### src/rtl/uart_rx_cfg.sv
// Configurable UART receiver: 5..9 data bits, optional parity, 1/2 stop bits, 3-sample voting.
// Define UART_RX_BREAK_EN to add break_det and swallow all-zero (break) frames.
module uart_rx_cfg #(
  parameter int unsigned CLOCK_HZ  = 10,
  parameter int unsigned BAUD_RATE = 1,
  parameter int unsigned DATA_BITS = 8,
  parameter int unsigned PARITY    = 0,
  parameter int unsigned STOP_BITS = 1
) (
  input  logic                 clk,
  input  logic                 resetn,
  input  logic                 rx,
  output logic                 valid,
  input  logic                 ready,
  output logic [DATA_BITS-1:0] data,
  output logic                 parity_err,
  output logic                 frame_err,
`ifdef UART_RX_BREAK_EN
  output logic                 break_det,
`endif
  output logic                 overrun
);

  localparam int unsigned CPB   = CLOCK_HZ / BAUD_RATE;
  localparam int unsigned CNT_W = (CPB > 1) ? $clog2(CPB) : 1;
  localparam int unsigned BIT_W = 4;

  localparam logic [CNT_W-1:0] CNT_LAST  = CNT_W'(CPB - 1);
  localparam logic [CNT_W-1:0] CNT_VOTE  = CNT_W'(CPB / 2 + 1);
  localparam logic [BIT_W-1:0] DATA_LAST = BIT_W'(DATA_BITS - 1);
  localparam logic [BIT_W-1:0] STOP_LAST = BIT_W'(STOP_BITS - 1);
  localparam logic             PAR_EN    = (PARITY != 0);
  localparam logic             PAR_ODD   = (PARITY == 1);

  if (CPB < 4) begin : g_bad_cpb
    $error("uart_rx_cfg: CLOCK_HZ/BAUD_RATE must be >= 4");
  end
  if (DATA_BITS < 5 || DATA_BITS > 9) begin : g_bad_data
    $error("uart_rx_cfg: DATA_BITS must be 5..9");
  end
  if (PARITY > 2) begin : g_bad_parity
    $error("uart_rx_cfg: PARITY must be 0, 1 or 2");
  end
  if (STOP_BITS < 1 || STOP_BITS > 2) begin : g_bad_stop
    $error("uart_rx_cfg: STOP_BITS must be 1 or 2");
  end

  typedef enum logic [2:0] {
    S_IDLE,
    S_START,
    S_DATA,
    S_PARITY,
    S_STOP
  } state_t;

  typedef struct packed {
    state_t               state;
    logic [CNT_W-1:0]     cnt;
    logic [BIT_W-1:0]     bit_cnt;
    logic                 armed;
    logic [DATA_BITS-1:0] shift;
    logic                 par_err;
    logic                 frm_err;
`ifdef UART_RX_BREAK_EN
    logic                 all_zero;
    logic                 brk;
`endif
    logic                 valid;
    logic [DATA_BITS-1:0] data;
    logic                 parity_err;
    logic                 frame_err;
    logic                 overrun;
  } regs_t;

  regs_t r;
  regs_t r_nxt;

  logic rx_meta;
  logic srx;
  logic srx_d1;
  logic srx_d2;
  logic vote_c;
  logic at_vote_c;
  logic complete_c;
  logic is_break_c;
  logic frm_final_c;

  // Two-flop synchroniser plus two history taps for the 3-sample vote.
  always_ff @(posedge clk or negedge resetn) begin
    if (!resetn) begin
      rx_meta <= 1'b1;
      srx     <= 1'b1;
      srx_d1  <= 1'b1;
      srx_d2  <= 1'b1;
    end else begin
      rx_meta <= rx;
      srx     <= rx_meta;
      srx_d1  <= srx;
      srx_d2  <= srx_d1;
    end
  end

  // When cnt hits CNT_VOTE, srx_d1 holds the centre sample and srx/srx_d2 its neighbours.
  assign vote_c    = (srx & srx_d1) | (srx & srx_d2) | (srx_d1 & srx_d2);
  assign at_vote_c = (r.cnt == CNT_VOTE);

  always_ff @(posedge clk or negedge resetn) begin
    if (!resetn) begin
      r <= '0;
    end else begin
      r <= r_nxt;
    end
  end

  always_comb begin
    r_nxt       = r;
    complete_c  = 1'b0;
    is_break_c  = 1'b0;
    frm_final_c = r.frm_err | ~vote_c;
    r_nxt.overrun = 1'b0;
`ifdef UART_RX_BREAK_EN
    r_nxt.brk = 1'b0;
`endif
    r_nxt.cnt = (r.cnt == CNT_LAST) ? '0 : r.cnt + CNT_W'(1);
    if (r.valid && ready) begin
      r_nxt.valid = 1'b0;
    end

    case (r.state)
      S_IDLE: begin
        if (srx) begin
          r_nxt.armed = 1'b1;
        end
        // armed only sets on a high line, so a stuck-low line cannot retrigger.
        if (r.armed && !srx) begin
          r_nxt.armed = 1'b0;
          r_nxt.state = S_START;
          r_nxt.cnt   = '0;
        end
      end
      S_START: begin
        if (at_vote_c) begin
          if (vote_c) begin
            r_nxt.state = S_IDLE;
          end else begin
            r_nxt.state   = S_DATA;
            r_nxt.bit_cnt = '0;
            r_nxt.par_err = 1'b0;
            r_nxt.frm_err = 1'b0;
`ifdef UART_RX_BREAK_EN
            r_nxt.all_zero = 1'b1;
`endif
          end
        end
      end
      S_DATA: begin
        if (at_vote_c) begin
          r_nxt.shift = {vote_c, r.shift[DATA_BITS-1:1]};
`ifdef UART_RX_BREAK_EN
          if (vote_c) r_nxt.all_zero = 1'b0;
`endif
          if (r.bit_cnt == DATA_LAST) begin
            r_nxt.bit_cnt = '0;
            r_nxt.state   = PAR_EN ? S_PARITY : S_STOP;
          end else begin
            r_nxt.bit_cnt = r.bit_cnt + BIT_W'(1);
          end
        end
      end
      S_PARITY: begin
        if (at_vote_c) begin
          r_nxt.par_err = ((^r.shift) ^ vote_c) != PAR_ODD;
          r_nxt.bit_cnt = '0;
          r_nxt.state   = S_STOP;
`ifdef UART_RX_BREAK_EN
          if (vote_c) r_nxt.all_zero = 1'b0;
`endif
        end
      end
      S_STOP: begin
        if (at_vote_c) begin
          r_nxt.frm_err = frm_final_c;
`ifdef UART_RX_BREAK_EN
          if (vote_c) r_nxt.all_zero = 1'b0;
`endif
          if (r.bit_cnt == STOP_LAST) begin
            r_nxt.bit_cnt = '0;
            r_nxt.state   = S_IDLE;
            complete_c    = 1'b1;
          end else begin
            r_nxt.bit_cnt = r.bit_cnt + BIT_W'(1);
          end
        end
      end
      default: begin
        r_nxt.state = S_IDLE;
      end
    endcase

`ifdef UART_RX_BREAK_EN
    is_break_c = complete_c && r.all_zero && !vote_c;
    if (is_break_c) begin
      r_nxt.brk = 1'b1;
    end
`endif

    // Deliver into a free (or simultaneously drained) slot, otherwise drop and flag overrun.
    if (complete_c && !is_break_c) begin
      if (!r.valid || ready) begin
        r_nxt.valid      = 1'b1;
        r_nxt.data       = r.shift;
        r_nxt.parity_err = r.par_err;
        r_nxt.frame_err  = frm_final_c;
      end else begin
        r_nxt.overrun = 1'b1;
      end
    end
  end

  assign valid      = r.valid;
  assign data       = r.data;
  assign parity_err = r.parity_err;
  assign frame_err  = r.frame_err;
  assign overrun    = r.overrun;
`ifdef UART_RX_BREAK_EN
  assign break_det  = r.brk;
`endif

endmodule

### config.mk
export PLATFORM = sky130hd
export DESIGN_NAME = uart_rx_cfg
export DESIGN_NICKNAME = d
export VERILOG_FILES = /design/src/rtl/uart_rx_cfg.sv
export SDC_FILE = /design/constraint.sdc
export NUM_CORES = 1
export LEC_CHECK = 0
export ABC_AREA = 1
export BUFFER_PORTS_ARGS = -buffer_cell sky130_fd_sc_hd__buf_2
export CORE_MARGIN = 10
export CORE_UTILIZATION = 40
export CTS_CLUSTER_DIAMETER = 60
export DETAILED_ROUTE_END_ITERATION = 16
export PLACE_DENSITY = 0.6
export REMOVE_ABC_BUFFERS = 1
export SLEW_MARGIN = 20
export SYNTH_ARGS = -nofsm -noshare
export SYNTH_HDL_FRONTEND = slang
export SYNTH_SLANG_ARGS = --single-unit
### constraint.sdc
create_clock -name clk -period 2 [get_ports clk]
set_clock_uncertainty 0.15 [all_clocks]
set_input_delay 0.5 -clock clk [delete_from_list [all_inputs] [get_ports clk]]
set_output_delay 0.5 -clock clk [all_outputs]
set_load 0.005 [all_outputs]
# Word level (Yosys, flattened, before mapping)
# Cells that the tools add are included.
# word_totals
ff_bits	38
latchBits	0
ramBits	0
rom_bits	0
in_bits	4
out_inout_bits	12
word_cells	94
mem_count	0
# classes
addsub	2
mul	0
n_div	0
order_cmp	0
eq_ne	15
shifts	0
muxes	34
n_bitwise	8
reduce_logical	19
# ops
cell	count
2-to-1 mux 4 bit	9
2-to-1 mux 3 bit	6
inequality test 2 bit (second input constant)	8
case mux 4 bit (4 select lines)	1
case mux 3 bit (5 select lines)	1
2-to-1 mux 12 bit	1
2-to-1 mux 11 bit	1
2-to-1 mux 1 bit	9
adder 4 x 1 -> 4 bit (second input constant)	2
== test 4 x 3 -> 1 bit (second input constant)	2
AND reduction 4 bit	2
parity 8 bit	1
2-to-1 mux 7 bit	1
AND reduction 7 bit	1
== test 3 x 2 -> 1 bit (second input constant)	2
2-to-1 mux 2 bit	3
AND reduction 2 bit	3
AND reduction 6 bit	1
nonzero test 2 bit	3
== test 4 bit (second input constant)	1
zero test 4 bit	1
case mux 1 bit (2 select lines)	2
nonzero test 4 bit	1
bitwise AND 1 bit	3
9 further kinds	13

# Depth between registers and ports, before layout
# Gate-level depths: netlist (run 1).
# depth
depth_word	7
ltp_mapped	11
mapped_depth_nobuf	11

# Worst setup path after synthesis (run 1)
# OpenSTA, ideal clock, no wires.
# synth_path
path_kind	flip-flop to flip-flop
start	register r[23] in the netlist's numbering
end	register r (netlist bit frame_err)
setup_time_ns	0.119
arrival_time_ns	1.212
required_ns	1.731
setup_slack_ns	0.518
stages_incl_launch_ff	9
n_path_buf	1
period_less_slack_ns	1.482
cell_sequence	dfrtp_1 inv_1 ha_1 nand2_2 nor3_4 nand2_2 buf_6 nand2_2 o21ai_2
# synth_between
elab_chain_cells	5
# synth_rtl
element	line	source
from (decl)	75	regs_t r;
from (signal assigned)	111	r <= r_nxt;
zero test 4 bit	186	if (r.bit_cnt == STOP_LAST) begin
2-to-1 mux 1 bit	186	
2-to-1 mux 1 bit	181	if (at_vote_c) begin
2-to-1 mux 1 bit	129	case (r.state)
AND reduction 2 bit (no line)	n/a	
# Every way passes these cells.
# A chain may end at the register's enable or synchronous reset.

# Worst setup path after layout (run 1)
# layout_path
start	register r[23] in the netlist's numbering
end	register r (netlist bit data[7])
# Same word-level chain as after synthesis.

==> metrics.txt, run 1 <==
Post-synth EDFFs 0; Peak VDD IR 0.0004983 V; Cells after Synth 236; CP Max Fanout 20; setup TNS 0 ps; Pre-antenna DRT Iters 4; first-pass GRT wire length 6016 µm; final WL about 3300 µm; core area 4755 µm²; critical path cell sequence inv_1 > ha_1 > nand2_2 > nor3_4 > nand2_2 > nand2_2 > o21ai_2; via count 1420; Final Util 0.4550; Yosys cell types 25; crit end category flip-flop; most numerous cell in the Yosys netlist nand2_1; nets 254; Syn Std Cell Area 1981 µm²; Critical Path RT 2010 ps; Initial Utilization 0.4166; # IOs 16; detailed placement HPWL 2537 µm; Avg WL per Cell 10.39 µm; post_cts resized 0; post-synthesis sequential area ratio 0.4826; RSZ-0062 raised after global routing false; WL met2 1374 µm; Post-route DRC 0; All-Layer GR Usage 0.08630; WL met3 between 100 and 150 µm; largest net degree at the start of global routing 21; worst r2r src r[23]$_DFFE_PN0P_; worst endpoint data arrival time roughly 1800 ps; endpoints failing hold 0; #FFs+latches synth 38; Max Cap Violations 0; Rel. slew slack 0.6244; # rows 25; Worst-Margin Slew around 560 ps; initial detailed-routing violation count 47; leading area contributor after synthesis dfrtp_1; FF-to-FF setup slack between 150 and 200 ps; Setup Crit Path Kind reg2reg; post-synth top area share 0.4296; I/O Buffers 15; Worst Reg-to-Reg Cells 7; Power Dens Cells about 990 nW/µm²; hold_buf cts 0; Post-CTS Setup Inserts 0; synthesis-to-finish area growth 9.223%; worst reg2reg endpoint data[7]$_DFFE_PN0P_; CTS sink count 38; CP Launch Type flip-flop; TritonCTS clock tree done; Fmax 0.5496 GHz; clk_lat worst skew about 290 ps; Post-synth top flop dfrtp_1; Synth warnings 0; clock-pin slew on the worst setup and hold paths 70 ps; wl on met1 roughly 1700 µm; die width ~90 µm; GPL Wtd Cong 0.7203; Remaining Overflow, GRT 0; dominant cells by area after synthesis dfrtp_1 (43%), nand2_1 (13%), dfstp_2 (5.3%), inv_1 (4.9%), nand2_2 (4.7%); CP dominant cell by count nand2_2; Max clock buf depth 2; fill count 485; number of global-route vias before repair 1415; root buffer cell clkbuf_8; asr flop ratio synth 1.000; Routed Antenna Nets 0; minimum clock period 1820 ps; H-tree levels 2; max-slew violations 0; vias per inst roughly 4.5; TritonCTS buffer count 5; crit-path max cell delay just under 400 ps; fraction of layout cells with a size suffix above 1 0.2892; Slowest cell on crit path dfrtp_1; initial antenna violation count 0; Tcrit/Tclk final 0.9098; commonest cells in the netlist nand2_1 (69), dfrtp_1 (34), inv_1 (26); ANT cells 0; status finished, final reports clean; Max Used Layer met4; Avg Synthesized Cell Area 8.393 µm²; Setup violations, final 0; die height between 90 and 100 µm; Lkg Pwr 1.092 nW; Min-Delay Path Class in2async; die area 8166 µm²
==> cells by family (layout without fill, tap and decap cells) <==
group	Yosys count	in the layout	share of synthesized area
DFF	38	38	0.4826
buffers and inverters	46	59	0.1105
AOI/OAI and AO/OA	32	32	0.1061
xor gates and xnor gates	3	3	0.01327
adders and majority gates	2	2	0.01263
and+or+nand+nor	115	115	0.2748
==> worst max-delay path, delay by kind of cell, from the launching register on <==
kind | cells | cell delay, ps
AO/OA/AOI/OAI | 1 | 70
flip-flops | 1 | 390
buffers and inverters | 1 | 100
AND/OR/NAND/NOR | 4 | 810
adder cells (fa/ha/maj) | 1 | 160
==> sequential cells by signal, summed over array words and instances (netlist names) <==
| name | flops |
|---|---|
| srx_d1 | 1 |
| rx_meta | 1 |
| valid | 1 |
| srx_d2 | 1 |
| frame_err | 1 |
| parity_err | 1 |
| overrun | 1 |
| r | 22 |
| srx | 1 |
| data | 8 |
==> cell usage in the layout, fill, tap and decap left out <==
| cell type | netlist | layout |
|---|---|---|
| a21oi_2 | 1 | 1 |
| a31oi_1 | 1 | 1 |
| nand3_2 | 3 | 3 |
| nor2_2 | 4 | 4 |
| xor2_1 | 3 | 3 |
| nand4_4 | 1 | 1 |
| nor2_1 | 11 | 11 |
| inv_2 | 9 | 9 |
| a22oi_2 | 1 | 1 |
| dfrtp_1 | 34 | 34 |
| nand3_1 | 8 | 8 |
| nor3_4 | 1 | 1 |
| o21ai_2 | 10 | 10 |
| nor3_1 | 1 | 1 |
| clkbuf_8 | 0 | 6 |
| ha_1 | 2 | 2 |
| o21ai_0 | 6 | 6 |
| clkbuf_1 | 0 | 1 |
| o21ai_1 | 13 | 13 |
| nand4_1 | 2 | 2 |
| inv_1 | 26 | 26 |
| dfstp_2 | 4 | 4 |
| nand2_1 | 69 | 69 |
| buf_12 | 0 | 1 |
| buf_2 | 1 | 15 |
| clkinv_2 | 0 | 1 |
| nand2_2 | 15 | 15 |
==> metrics by stage <==
| stage | power [mW] | cells | setup WS [ps] | instance area, µm² | hold WS, ps |
|---|---|---|---|---|---|
| 4_1_cts | 2.189 | 316 | 156.5 | 2163 | 8.817 |
| 3_5_place_dp | 1.634 | 308 | 168.2 | 2072 | 200.1 |
| 5_1_grt | 2.324 | 316 | 41.07 | 2163 | 21.99 |
| 3_3_place_gp | 1.618 | 308 | 229.0 | 2072 | 197.0 |
| 2_1_floorplan | 1.487 | 225 | 340.4 | 1893 | 54.41 |
| 6_report | 2.151 | 316 | 180.5 | 2163 | 0.2963 |
==> power by group <==
part | switching, mW | internal [mW] | total (mW)
logic | 0.401 | 0.210 | 0.611
clock network | 0.263 | 0.278 | 0.541
registers | 0.115 | 0.883 | 0.998
==> layer usage <==
layer / up-vias / GRT usage
li1: 752 / -
met1: 643 / 0.1083
met2: 17 / 0.1308
met4: 0 / 0.04377
met5: - / 0
met3: 8 / 0.02577
==> how the worst max path moves through the flow <==
stage	from	to	slack, ps
floorplan	r[23]$_DFFE_PN0P_	data[0]$_DFFE_PN0P_	340
global placement	r[23]$_DFFE_PN0P_	data[7]$_DFFE_PN0P_	230
global route	r[23]$_DFFE_PN0P_	data[7]$_DFFE_PN0P_	40
detailed placement	r[23]$_DFFE_PN0P_	data[7]$_DFFE_PN0P_	170
CTS	r[23]$_DFFE_PN0P_	data[7]$_DFFE_PN0P_	160
finish	r[23]$_DFFE_PN0P_	data[7]$_DFFE_PN0P_	180
==> final cells by class <==
cell class	instances	area [µm²]	share of cell area
tap	67	83.83	0.03875
clock buffer	7	86.33	0.03991
inverter	35	131.4	0.06073
clock inverter	1	5.005	0.002313
multi-input combinational	152	805.8	0.3725
sequential	38	955.9	0.4419
timing repair buffer	16	95.09	0.04396
(Power assumes the default switching activity.)
==> run 2, diff against run 1 <==
--- a/config.mk
+++ b/config.mk
@@ -8,10 +8,10 @@
 export ABC_AREA = 1
 export BUFFER_PORTS_ARGS = -buffer_cell sky130_fd_sc_hd__buf_2
 export CORE_MARGIN = 10
-export CORE_UTILIZATION = 40
+export CORE_UTILIZATION = 56
 export CTS_CLUSTER_DIAMETER = 60
 export DETAILED_ROUTE_END_ITERATION = 16
-export PLACE_DENSITY = 0.6
+export PLACE_DENSITY = 0.78
 export REMOVE_ABC_BUFFERS = 1
 export SLEW_MARGIN = 20
 export SYNTH_ARGS = -nofsm -noshare
==> metrics.txt, run 2 (synthesized netlist as in run 1, its figures left out) <==
status finished, final reports clean (unchanged); detailed placement HPWL 2396 µm (was 2537 µm); crit end category flip-flop (unchanged); Tcrit/Tclk final 0.9139 (was 0.9098); nets 254 (unchanged); die area 6315 µm² (was 8166 µm²); H-tree levels 2 (unchanged); fraction of layout cells with a size suffix above 1 0.2851 (was 0.2892); crit-path max cell delay 420 ps (was 390 ps); Worst-Margin Slew 568.6 ps (was 561.4 ps); Lkg Pwr 1.071 nW (was 1.092 nW); ANT cells 0 (unchanged); max-slew violations 0 (unchanged); synthesis-to-finish area growth 5.622% (was 9.223%); Slowest cell on crit path dfrtp_1 (unchanged); die height 79.47 µm (was 90.37 µm); CP top delay family simple AND/OR/NAND/NOR gates (unchanged); worst endpoint data arrival time 1910 ps (was 1830 ps); endpoints failing hold 0 (unchanged); routing usage on met3 0.04505 (was 0.02577); All-Layer GR Usage 0.1085 (was 0.08630); via count 1437 (was 1420); Max Cap Violations 0 (unchanged); final WL 3193 µm (was 3282 µm); DP Area 2033 µm² (was 2072 µm²); minimum clock period 1828 ps (was 1820 ps); vias per inst 4.871 (was 4.494); fill count 288 (was 485); TritonCTS buffer count 5 (unchanged); hold_buf cts 0 (unchanged); Setup violations, final 0 (unchanged); # IOs 16 (unchanged); Routed Antenna Nets 0 (unchanged); TritonCTS clock tree done (unchanged); I/O Buffers 15 (unchanged); CP Launch Type flip-flop (unchanged); Final Cell Area 2092 µm² (was 2163 µm²); initial detailed-routing violation count 101 (was 47); Peak VDD IR 0.0006670 V (was 0.0004983 V); post_cts resized 0 (unchanged); Largest Register r (unchanged); critical path cell sequence inv_1 > ha_1 > nand2_2 > nor3_4 > nand2_2 > nand2_2 > o21ai_2 (unchanged); Post-route DRC 0 (unchanged); Rel. slew slack 0.6196 (was 0.6244); Critical Path RT 2080 ps (was 2010 ps); Remaining Overflow, GRT 0 (unchanged); CTS sink count 38 (unchanged); GPL Wtd Cong 0.8562 (was 0.7203); Top Usage Layer GRT met2 (unchanged); grt met1 use 0.1343 (was 0.1083); # rows 21 (was 25); CP Max Fanout 20 (unchanged); commonest non-fill, non-tap cell in the layout nand2_1 (unchanged); root buffer cell clkbuf_4 (was clkbuf_8); Min-Delay Path Class in2async (unchanged); Power Dens Cells 963.9 nW/µm² (was 994.2 nW/µm²); largest net degree at the start of global routing 39 (was 21); setup TNS 0 ps (unchanged); number of global-route vias before repair 1347 (was 1415); GRT met2 Usage 0.1634 (was 0.1308); WP buf/inv 1 (unchanged); commonest cells after routing, fill and taps aside nand2_1 (69), dfrtp_1 (34), inv_1 (26) (unchanged); CP dominant cell by count nand2_2 (unchanged); die width 79.47 µm (was 90.37 µm); Fmax 0.5471 GHz (was 0.5496 GHz); initial antenna violation count 0 (unchanged); Avg WL per Cell 10.82 µm (was 10.39 µm); first-pass GRT wire length 5568 µm (was 6016 µm); max FFs per register 22 (unchanged); Setup Crit Path Kind reg2reg (unchanged); Max clock buf depth 2 (unchanged); RSZ-0062 raised after global routing false (unchanged); Post-CTS Setup Inserts 0 (unchanged); clock-pin slew on the worst setup and hold paths 110 ps (was 70 ps); Initial Utilization 0.5843 (was 0.4166); core area 3390 µm² (was 4755 µm²); Pre-antenna DRT Iters 4 (unchanged); clk_lat worst skew 340 ps (was 290 ps)
==> run 2: cell types whose count changed in the layout (fill, tap and decap cells not counted), sizes merged <==
cell / delta
clkinv: -1
clkbuf: +1
==> run 2: final timing paths <==
kind                       slack (ps)               endpoint         startpoint  cells after the start
hold / removal                     20    data[5]$_DFFE_PN0P_             resetn                      2
max in group asynchronous        1310          srx$_DFF_PN1_             resetn                      2
min in group clk                  100      rx_meta$_DFF_PN1_                 rx                      1
hold reg to reg                   210          srx$_DFF_PN1_  rx_meta$_DFF_PN1_                      0
setup / recovery                  170  frame_err$_DFFE_PN0P_  r[23]$_DFFE_PN0P_                      7
setup reg to reg                  170  frame_err$_DFFE_PN0P_  r[23]$_DFFE_PN0P_                      7
==> run 2: per-stage QoR <==
step | setup slack, ps | utilization | hold WS, ps | instances | total power, mW
6_report | 172.3 | 0.6172 | 24.36 | 295 | 2.016
5_1_grt | 42.55 | 0.6172 | 44.29 | 295 | 2.156
4_1_cts | 176.0 | 0.6172 | 33.05 | 295 | 2.033
3_5_place_dp | 165.8 | 0.5999 | 199.1 | 287 | 1.625
3_3_place_gp | 251.5 | 0.5999 | 197.2 | 287 | 1.599
2_1_floorplan | 340.4 | - | 54.41 | 225 | 1.487
==> run 2: power breakdown <==
| group | leakage (nW) | internal (mW) | total [mW] | switching [mW] |
|---|---|---|---|---|
| clock | 0.0326 | 0.173 | 0.409 | 0.235 |
| sequential | 0.505 | 0.882 | 1.00 | 0.118 |
| combinational | 0.533 | 0.208 | 0.607 | 0.400 |
| total | 1.07 | 1.26 | 2.02 | 0.753 |
==> run 2: metal layers <==
metal	wire length, µm	vias up
met1	1583	664
met2	1430	21
met3	139	4
met4	38	0
li1	-	748
met5	0	-
==> run 2: area by class of cell <==
type	instances	area, µm²	share of cell area
sequential	38	955.9	0.4569
multi-input combinational	152	805.8	0.3852
inverter	35	131.4	0.06280
clock buffer	8	58.81	0.02811
tap	46	57.56	0.02751
timing repair buffer	16	82.58	0.03947
==> run 3, diff against run 2 <==
==> constraint.sdc (replaced) <==
create_clock -name clk -period 1.9 [get_ports clk]
set_clock_uncertainty 0.15 [all_clocks]
set_input_delay 0.475 -clock clk [delete_from_list [all_inputs] [get_ports clk]]
set_output_delay 0.475 -clock clk [all_outputs]
set_load 0.005 [all_outputs]
==> metrics.txt, run 3 (synthesized netlist as in run 1, its figures left out) <==
crit-path max cell delay 410 ps (was 420 ps); minimum clock period 1681 ps (was 1828 ps); # rows 21 (unchanged); Lkg Pwr 1.087 nW (was 1.071 nW); I/O Buffers 15 (unchanged); nets 256 (was 254); sw frac 0.3741 (was 0.3735); critical path cell sequence inv_1 > ha_1 > nand2_2 > nor3_4 > nand2_2 > buf_4 > nand2_2 > o21ai_2 (was inv_1 > ha_1 > nand2_2 > nor3_4 > nand2_2 > nand2_2 > o21ai_2); Post-route DRC 0 (unchanged); Int Power 1.332 mW (was 1.263 mW); combinational share of power 0.306 (was 0.301); Avg WL per Cell 10.90 µm (was 10.82 µm); core area 3390 µm² (unchanged); Placed Instances 288 (was 287); final cell count without fillers 297 (was 295); Rel. slew slack 0.7923 (was 0.6196); Critical Path RT 1980 ps (was 2080 ps); hold_buf cts 1 (was 0); All-Layer GR Usage 0.1146 (was 0.1085); CP Launch Type flip-flop (unchanged); Final Util 0.6264 (was 0.6172); CP Max Fanout 20 (unchanged); WL met3 116 µm (was 139 µm); CP dominant cell by count nand2_2 (unchanged); Tcrit/Tclk final 0.8846 (was 0.9139); Power Dens Cells 1002 nW/µm² (was 963.9 nW/µm²); DP Area 2053 µm² (was 2033 µm²); Routed Antenna Nets 0 (unchanged); endpoints failing hold 0 (unchanged); Min-Delay Path Class in2reg (was in2async); H-tree levels 2 (unchanged); die width 79.47 µm (unchanged); final WL 3237 µm (was 3193 µm); Seq pwr share 0.494 (was 0.496); fill count 304 (was 288); post_cts resized 0 (unchanged); # IOs 16 (unchanged); Remaining Overflow, GRT 0 (unchanged); worst endpoint data arrival time 1760 ps (was 1910 ps); final hold slack 77.36 ps (was 24.36 ps); CTS sink count 38 (unchanged); switching power total 0.7958 mW (was 0.7531 mW); Max Used Layer met4 (unchanged); max-slew violations 0 (unchanged); Fmax 0.5949 GHz (was 0.5471 GHz); Post-CTS Setup Inserts 0 (unchanged); detailed placement HPWL 2389 µm (was 2396 µm); die area 6315 µm² (unchanged); via count 1425 (was 1437); clk_lat worst skew 340 ps (about the same); Setup Crit Path Kind reg2reg (unchanged); commonest cells after routing, fill and taps aside nand2_1 (69), dfrtp_1 (34), inv_1 (26) (unchanged); largest net degree at the start of global routing 39 (unchanged); wl on met1 1619 µm (was 1583 µm); Final WS setup 219.2 ps (was 172.3 ps); Largest Register r (unchanged); crit end category flip-flop (unchanged); Total Power 2.127 mW (was 2.016 mW); initial detailed-routing violation count 84 (was 101); RSZ-0062 raised after global routing false (unchanged); die height 79.47 µm (unchanged); WL met2 1452 µm (was 1430 µm); Max Cap Violations 0 (unchanged); root buffer cell clkbuf_4 (unchanged); max FFs per register 22 (unchanged); number of global-route vias before repair 1408 (was 1347); pre-CTS WS 225.9 ps (was 165.8 ps); Max clock buf depth 2 (unchanged); Final Cell Area 2123 µm² (was 2092 µm²); initial antenna violation count 0 (unchanged); first-pass GRT wire length 5858 µm (was 5568 µm); TritonCTS clock tree done (unchanged); GPL Wtd Cong 0.8413 (was 0.8562); Worst-Margin Slew 311.5 ps (was 568.6 ps); clock share of power 0.200 (was 0.203); setup TNS 0 ps (unchanged); TritonCTS buffer count 5 (unchanged); Setup violations, final 0 (unchanged); status finished, final reports clean (unchanged); Peak VDD IR 0.0006650 V (was 0.0006670 V); Initial Utilization 0.5843 (unchanged); Pre-antenna DRT Iters 4 (unchanged); synthesis-to-finish area growth 7.202% (was 5.622%); commonest non-fill, non-tap cell in the layout nand2_1 (unchanged); clock-pin slew on the worst setup and hold paths 100 ps (was 110 ps); ANT cells 0 (unchanged); vias per inst 4.798 (was 4.871); fraction of layout cells with a size suffix above 1 0.2908 (was 0.2851); Slowest cell on crit path dfrtp_1 (unchanged)
[run 3: cell types whose count changed in the layout (fill, tap and decap cells not counted)]
cell           previous run  this run
clkinv_2                  0         1
dlygate4sd3_1             0         1
clkbuf_1                  2         1
buf_12                    0         1
[run 3: layout make-up]
cell class | instances | area (µm²) | share of cell area
flip-flops and latches | 38 | 955.9 | 0.4502
multi-input cells | 152 | 805.8 | 0.3795
inverters | 35 | 131.4 | 0.06187
repair buffers | 18 | 112.6 | 0.05303
well taps | 46 | 57.56 | 0.02711
clock buffers | 7 | 55.05 | 0.02593
clock inverters | 1 | 5.005 | 0.002357
[run 3: worst paths after layout]
kind                                         from                  end  slack [ps]  depth (start not counted)
worst min register to register  rx_meta$_DFF_PN1_        srx$_DFF_PN1_         210                          0
worst max register to register  r[23]$_DFFE_PN0P_  data[7]$_DFFE_PN0P_         220                          8
worst min-delay path                           rx    rx_meta$_DFF_PN1_          80                          1
min in group asynchronous                  resetn    r[14]$_DFFE_PN0P_         470                          3
worst max-delay path            r[23]$_DFFE_PN0P_  data[7]$_DFFE_PN0P_         220                          8
max in group asynchronous                  resetn        srx$_DFF_PN1_         880                          3
[run 3: worst max-delay path: cells and delay by family (launching register included)]
| kind | cells | cell delay, ps |
|---|---|---|
| and+or+nand+nor | 4 | 460 |
| DFF | 1 | 410 |
| buffers and inverters | 2 | 330 |
| adders and majority gates | 1 | 160 |
| AOI/OAI and AO/OA | 1 | 50 |
[run 3: power groups by stage]
stage / sequential (mW) / combinational [mW] / clock, mW
2_1_floorplan: 1.05 / 0.520 / 0
3_3_place_gp: 1.06 / 0.625 / 0
3_5_place_dp: 1.06 / 0.640 / 0
4_1_cts: 1.05 / 0.660 / 0.451
5_1_grt: 1.07 / 0.751 / 0.473
6_report: 1.05 / 0.651 / 0.426
[run 3: per-layer routing]
metal,vias to the layer above,track usage
met3,5,0.04054
li1,755,-
met4,0,0.04659
met2,18,0.1861
met1,647,0.1343
met5,-,0
